<file path="src/rtl/flash_pkg.sv">
// Shared SPI NOR flash definitions: opcodes, address width and the read-controller state encoding.
package flash_pkg;

  localparam int ADDR_W  = 24;
  localparam int MAX_LEN = 256;

  localparam logic [7:0] CMD_READ      = 8'h03;
  localparam logic [7:0] CMD_FAST_READ = 8'h0B;
  localparam logic [7:0] CMD_RDSR      = 8'h05;
  localparam logic [7:0] CMD_WREN      = 8'h06;
  localparam logic [7:0] CMD_WRDI      = 8'h04;
  localparam logic [7:0] CMD_PP        = 8'h02;
  localparam logic [7:0] CMD_SE        = 8'h20;
  localparam logic [7:0] CMD_DUMMY     = 8'h00;

  typedef enum logic [3:0] {
    IDLE, CHK, SR_CMD, SR_DAT, SR_END, GAP,
    RD_CMD, RD_ADDR, RD_DUMMY, RD_DATA, RD_END, RPT
  } rd_state_e;

endpackage

</file>
<file path="src/rtl/flash_read.sv">
// SPI NOR read controller: polls RDSR until WIP clears, then streams READ data over the spi_master byte port.
// Define FLASH_RD_FAST_EN to use FAST_READ (0x0B) with one dummy byte after the address.
module flash_read
  import flash_pkg::*;
#(
  parameter int          LEN_W    = 9,
  parameter logic [15:0] POLL_MAX = 16'd1000,
  parameter int          CS_GAP   = 4
) (
  input  logic              clk,
  input  logic              rst,
  input  logic              rden,
  input  logic [ADDR_W-1:0] rdaddr,
  input  logic [LEN_W-1:0]  rdlen,
  output logic [7:0]        rd_data,
  output logic              rd_vld,
  output logic              rddone,
  output logic              busy,
  output logic [1:0]        fail,
  input  logic              done,
  input  logic [7:0]        dout,
  output logic              req,
  output logic [7:0]        din,
  output logic              finish
);

`ifdef FLASH_RD_FAST_EN
  localparam logic [7:0] RD_OPCODE = CMD_FAST_READ;
  localparam bit         FAST_EN   = 1'b1;
`else
  localparam logic [7:0] RD_OPCODE = CMD_READ;
  localparam bit         FAST_EN   = 1'b0;
`endif

  localparam int GAP_W = (CS_GAP > 1) ? $clog2(CS_GAP) : 1;

  rd_state_e         r_state;
  rd_state_e         w_next;
  logic [ADDR_W-1:0] r_addr;
  logic [LEN_W-1:0]  r_rem;
  logic [1:0]        r_idx;
  logic [15:0]       r_polls;
  logic [GAP_W-1:0]  r_gap;
  logic              r_wip;
  logic              r_sent;
  logic [7:0]        r_rd_data;
  logic              r_rd_vld;
  logic [1:0]        r_fail;
  logic [1:0]        w_fail_nxt;
  logic              w_byte_st;
  logic [7:0]        w_tx_byte;
  logic              w_byte_done;
  logic              w_len_bad;
  logic              w_gap_end;

  // r_sent marks a byte in flight; done is only honoured while it is set.
  assign w_byte_done = r_sent & done;
  assign w_len_bad   = (r_rem == '0) || (r_rem > LEN_W'(MAX_LEN));
  assign w_gap_end   = (r_gap == GAP_W'(CS_GAP - 1));

  assign rd_data = r_rd_data;
  assign rd_vld  = r_rd_vld;
  assign fail    = r_fail;

  always_ff @(posedge clk or posedge rst) begin
    if (rst) r_state <= IDLE;
    else     r_state <= w_next;
  end

  always_comb begin
    w_next     = r_state;
    w_fail_nxt = 2'b00;
    unique case (r_state)
      IDLE:     if (rden) w_next = CHK;
      CHK: begin
        if (w_len_bad) begin
          w_next        = IDLE;
          w_fail_nxt[1] = 1'b1;
        end else begin
          w_next = SR_CMD;
        end
      end
      SR_CMD:   if (w_byte_done) w_next = SR_DAT;
      SR_DAT:   if (w_byte_done) w_next = SR_END;
      SR_END:   w_next = GAP;
      GAP: begin
        if (w_gap_end) begin
          if (!r_wip) begin
            w_next = RD_CMD;
          end else if (r_polls == POLL_MAX) begin
            w_next        = IDLE;
            w_fail_nxt[0] = 1'b1;
          end else begin
            w_next = SR_CMD;
          end
        end
      end
      RD_CMD:   if (w_byte_done) w_next = RD_ADDR;
      RD_ADDR:  if (w_byte_done && r_idx == 2'd2) w_next = FAST_EN ? RD_DUMMY : RD_DATA;
      RD_DUMMY: if (w_byte_done) w_next = RD_DATA;
      RD_DATA:  if (w_byte_done && r_rem == LEN_W'(1)) w_next = RD_END;
      RD_END:   w_next = RPT;
      RPT:      w_next = IDLE;
      default:  w_next = IDLE;
    endcase
  end

  always_comb begin
    // NOTE: every output gets a default first so no path through the case infers a latch.
    w_byte_st = 1'b0;
    w_tx_byte = CMD_DUMMY;
    finish    = 1'b0;
    rddone    = 1'b0;
    busy      = 1'b1;
    unique case (r_state)
      IDLE:                      busy = 1'b0;
      SR_CMD: begin
        w_byte_st = 1'b1;
        w_tx_byte = CMD_RDSR;
      end
      SR_DAT, RD_DUMMY, RD_DATA: w_byte_st = 1'b1;
      SR_END, RD_END:            finish = 1'b1;
      RD_CMD: begin
        w_byte_st = 1'b1;
        w_tx_byte = RD_OPCODE;
      end
      RD_ADDR: begin
        w_byte_st = 1'b1;
        unique case (r_idx)
          2'd0:    w_tx_byte = r_addr[23:16];
          2'd1:    w_tx_byte = r_addr[15:8];
          default: w_tx_byte = r_addr[7:0];
        endcase
      end
      RPT: begin
        busy   = 1'b0;
        rddone = 1'b1;
      end
      default: ;
    endcase
    req = w_byte_st & ~r_sent;
    din = req ? w_tx_byte : 8'h00;
  end

  // NOTE: sequential state uses non-blocking assignments so every register samples pre-edge values.
  always_ff @(posedge clk or posedge rst) begin
    if (rst) begin
      r_addr    <= '0;
      r_rem     <= '0;
      r_idx     <= '0;
      r_polls   <= '0;
      r_gap     <= '0;
      r_wip     <= 1'b0;
      r_sent    <= 1'b0;
      r_rd_data <= '0;
      r_rd_vld  <= 1'b0;
      r_fail    <= '0;
    end else begin
      r_rd_vld <= 1'b0;
      r_fail   <= w_fail_nxt;
      if (req)              r_sent <= 1'b1;
      else if (w_byte_done) r_sent <= 1'b0;

      unique case (r_state)
        IDLE: begin
          if (rden) begin
            r_addr  <= rdaddr;
            r_rem   <= rdlen;
            r_polls <= '0;
          end
        end
        SR_DAT:  if (w_byte_done) r_wip <= dout[0];
        SR_END:  r_gap <= '0;
        GAP: begin
          r_gap <= r_gap + 1'b1;
          if (w_gap_end && r_wip) r_polls <= r_polls + 16'd1;
        end
        RD_CMD:  r_idx <= '0;
        RD_ADDR: if (w_byte_done) r_idx <= r_idx + 2'd1;
        RD_DATA: begin
          if (w_byte_done) begin
            r_rd_data <= dout;
            r_rd_vld  <= 1'b1;
            r_rem     <= r_rem - 1'b1;
          end
        end
        default: ;
      endcase
    end
  end

endmodule

</file>
<file path="config.mk">
export PLATFORM = sky130hd
export DESIGN_NAME = flash_read
export DESIGN_NICKNAME = d
export VERILOG_FILES = /design/src/rtl/flash_pkg.sv /design/src/rtl/flash_read.sv
export SDC_FILE = /design/constraint.sdc
export NUM_CORES = 1
export LEC_CHECK = 0
export BUFFER_PORTS_ARGS = -buffer_cell sky130_fd_sc_hd__buf_2
export CAP_MARGIN = 10
export CORE_MARGIN = 5
export CORE_UTILIZATION = 50
export DETAILED_ROUTE_END_ITERATION = 16
export PLACE_DENSITY = 0.76
export SKIP_LAST_GASP = 1
export SYNTH_ARGS = -nofsm -noshare
export SYNTH_HDL_FRONTEND = slang
export SYNTH_SLANG_ARGS = --single-unit
</file>
<file path="constraint.sdc">
create_clock -name clk -period 2 [get_ports clk]
set_input_delay 0.1 -clock clk [delete_from_list [all_inputs] [get_ports clk]]
set_output_delay 0.1 -clock clk [all_outputs]
set_load 0.01 [all_outputs]
</file>
==> impl_metrics.ini <==
[yosys]
synth.largest_area_cell = dfrtp_1
synth.distinct_cells = 49
synth.avg_cell_area_sq_um = 10.1
synth_edf_count = 0
syn_nets = 408
synth_ff_type = dfrtp_1
ys_warn_count = 0
synth.top_cell.area_share = 0.488
yosysSeqAreaShare = 0.488
netlist_instances = 354
async_flop_share = 1.00
synth_area_leaders = dfrtp_1 (49%), mux2_2 (10%), o21ai_0 (4.5%)
synth_area_sq_mm = 0.00359
synth_seq_cells = 70

[finish]
antennaDiodeCount = 0
utilization = 0.722
fillers = 510
finalNonFillerCells = 590
num-nets-final = 543
drive_above_1_share = 0.370
area_growth_pct = 39.0

[timing]
rsz0062_at_grt = true
setup_viol = 2
relSlewSlack = 0.619
setup_ws_ns = -0.0268
timing.final.max_slew_violations = 0
max_slew.worst_pin.slew_ns = 0.570
finalHoldViolations = 0
skew_ns = 0.00898
whs_ns = 0.0353
period_needed_ns = 2.03
tns_ns = -0.0367
fmax_ghz = 0.493
period_share = 1.01

[grt]
grt.total_usage = 0.212
antenna_found_initial = 0
grt_max_degree = 71
grt_pass1_vias = 3134
grt_pass1_wl_um = 14900
grt-ovfl-total = 0

[critical_path]
worstPathArrival_ns = 1.93
cp_data_required_time_ns = 1.90
cp-start-kind = flop
endpoint_kind = output pin
criticalPathCategory = reg2out
worst-path-max-fanout = 6

[clock_network]
clk_path_buf_depth = 2
cts_tree = done
clk_latency_ns = 0.35
clk_pin_slew_ns = 0.08
cts_made_buffers = 9
htreeDepth = 3
cts_sinks = 70
cts-root-buf = clkbuf_8

[run]
maxCapViolations = 0

[drt]
drtIter0Drc = 217
vias = 3265
wl_per_cell_um = 16.6
viasPerCell = 5.53
finalWirelength_um = 9780
drt-pass1-iter-count = 5
drc = 0
ant_nets = 0

[power_and_ir_drop]
internal-power_uw = 4150
power.share.clock = 0.211
switching_power_uw = 2430
power.leakage_uw = 0.00228
power_frac_seq = 0.354
p_comb_frac = 0.435
p_sw_frac = 0.369
irDropWorstVdd_uv = 890
power_density_mw_per_mm2 = 1320

[placement]
port-buffer-count = 67
dp.cells = 531
dp_hpwl_um = 5930
post-place-ws_ns = 0.00108
gp_congestion = 0.843

[status]
violations = negative setup slack
status = finished, violations left

[floorplan]
rows = 30
coreArea_sq_mm = 0.00691
design.die.area_sq_mm = 0.00897
ios = 68
initial_core_util = 0.520
die_y_um = 94.7
die_w_um = 94.7

[hold_path]
min_path_type = in2reg
[Yosys cell counts (all sizes together) (2+ instances only)]
cell type / n
or3: 10
a22o: 3
a32oi: 2
a211oi: 2
nor4b: 2
xnor2: 3
clkbuf: 12
a22oi: 11
inv: 8
o21ai: 32
o2111ai: 4
o31ai: 2
and3: 2
nor2b: 2
nand3b: 2
nor4: 4
and2: 3
buf: 4
nor2: 33
xor2: 7
a21oi: 18
nor3: 11
dfrtp: 70
nand2: 34
ha: 9
nand3: 7
mux2: 34
a31oi: 2
nand2b: 7
[state kept, by name, summed over array words and instances (netlist names), 2 cells and up]
signal,flops
r_rem,9
r_gap,2
r_state,4
r_addr,24
rd_data,8
fail,2
r_polls,16
r_idx,2
[cells by family (layout without fill, tap and decap cells)]
kind of cell / count (synthesis) / count (layout) / share of synthesized area
AND/OR/NAND/NOR: 125 / 125 / 0.181
XOR/XNOR: 10 / 10 / 0.0244
adder cells (fa/ha/maj): 9 / 9 / 0.0314
AO/OA/AOI/OAI: 82 / 82 / 0.142
flip-flops: 70 / 70 / 0.488
multiplexers: 34 / 34 / 0.107
buffers and inverters: 24 / 164 / 0.0265
[worst max-delay path: stages, from the launching register on]
cell	delay, ns
dfrtp_1	0.42
buf_6	0.15
nand2b_4	0.14
buf_6	0.12
or3_4	0.42
a21oi_2	0.17
buf_2	0.17
[area by class of cell]
class	instances	area [sq um]	area share
Multi-Input combinational cell	260	1840	0.368
Inverter	8	30.0	0.00602
Tap cell	96	120	0.0241
Sequential cell	70	1750	0.352
Timing Repair Buffer	140	1000	0.201
Clock buffer	9	124	0.0248
Clock inverter	7	123	0.0246
[layout by cell type (no fill, tap or decap), types with 5 or more instances in the layout]
master,Yosys,final
dfrtp_1,70,68
a21oi_1,18,13
nand2_1,34,34
nand2b_1,7,6
nand3_1,7,7
xor2_1,7,7
nor2_1,32,30
inv_1,8,5
dlygate4sd3_1,0,33
buf_6,0,6
ha_1,9,7
o21ai_0,32,31
buf_2,4,67
nor3_1,11,10
mux2_2,33,33
clkbuf_8,0,9
or3_1,10,9
a21oi_2,0,5
a22oi_1,11,11
buf_4,0,33
[per-stage QoR]
stage | power (uW) | instance area (sq um)
detailed placement | 4700 | 4220
CTS | 6240 | 4860
finish | 6580 | 4990
global placement | 4590 | 4220
global route | 6970 | 4990
floorplan | 3820 | 3590
[per-layer routing]
metal  part of all wire  global-route usage
met3              0.052              0.0430
met2               0.52               0.349
met1               0.41               0.274
met4              0.023              0.0817
met5                  0                   0
[power groups by stage]
stage | clock, uW | sequential [uW] | combinational, uW
finish | 1390 | 2330 | 2860
global route | 1470 | 2380 | 3120
CTS | 1410 | 2290 | 2540
detailed placement | 0 | 2310 | 2400
global placement | 0 | 2270 | 2320
floorplan | 0 | 2250 | 1570
[worst paths after layout]
kind                             from          to  slack (ns)  cells past startpoint
setup / recovery           r_state[3]      din[7]       -0.03                      6
hold / removal             rdaddr[19]  r_addr[19]        0.04                      2
setup reg to reg             r_idx[0]       r_wip        0.01                      7
hold reg to reg            r_addr[22]  r_addr[22]        0.51                      1
max in group asynchronous         rst  r_state[0]        1.32                      4
min in group asynchronous         rst    r_rem[7]        0.38                      4
[what timing repair did]
item                                    CTS  global route
endpoints found under the setup margin    9            22
endpoints found under the hold margin   102             0
gates resized for setup                  13            18
hold buffers                             33             0
pin swaps                                 2             6
buffers inserted                          2             8
(Power assumes the default switching activity.)
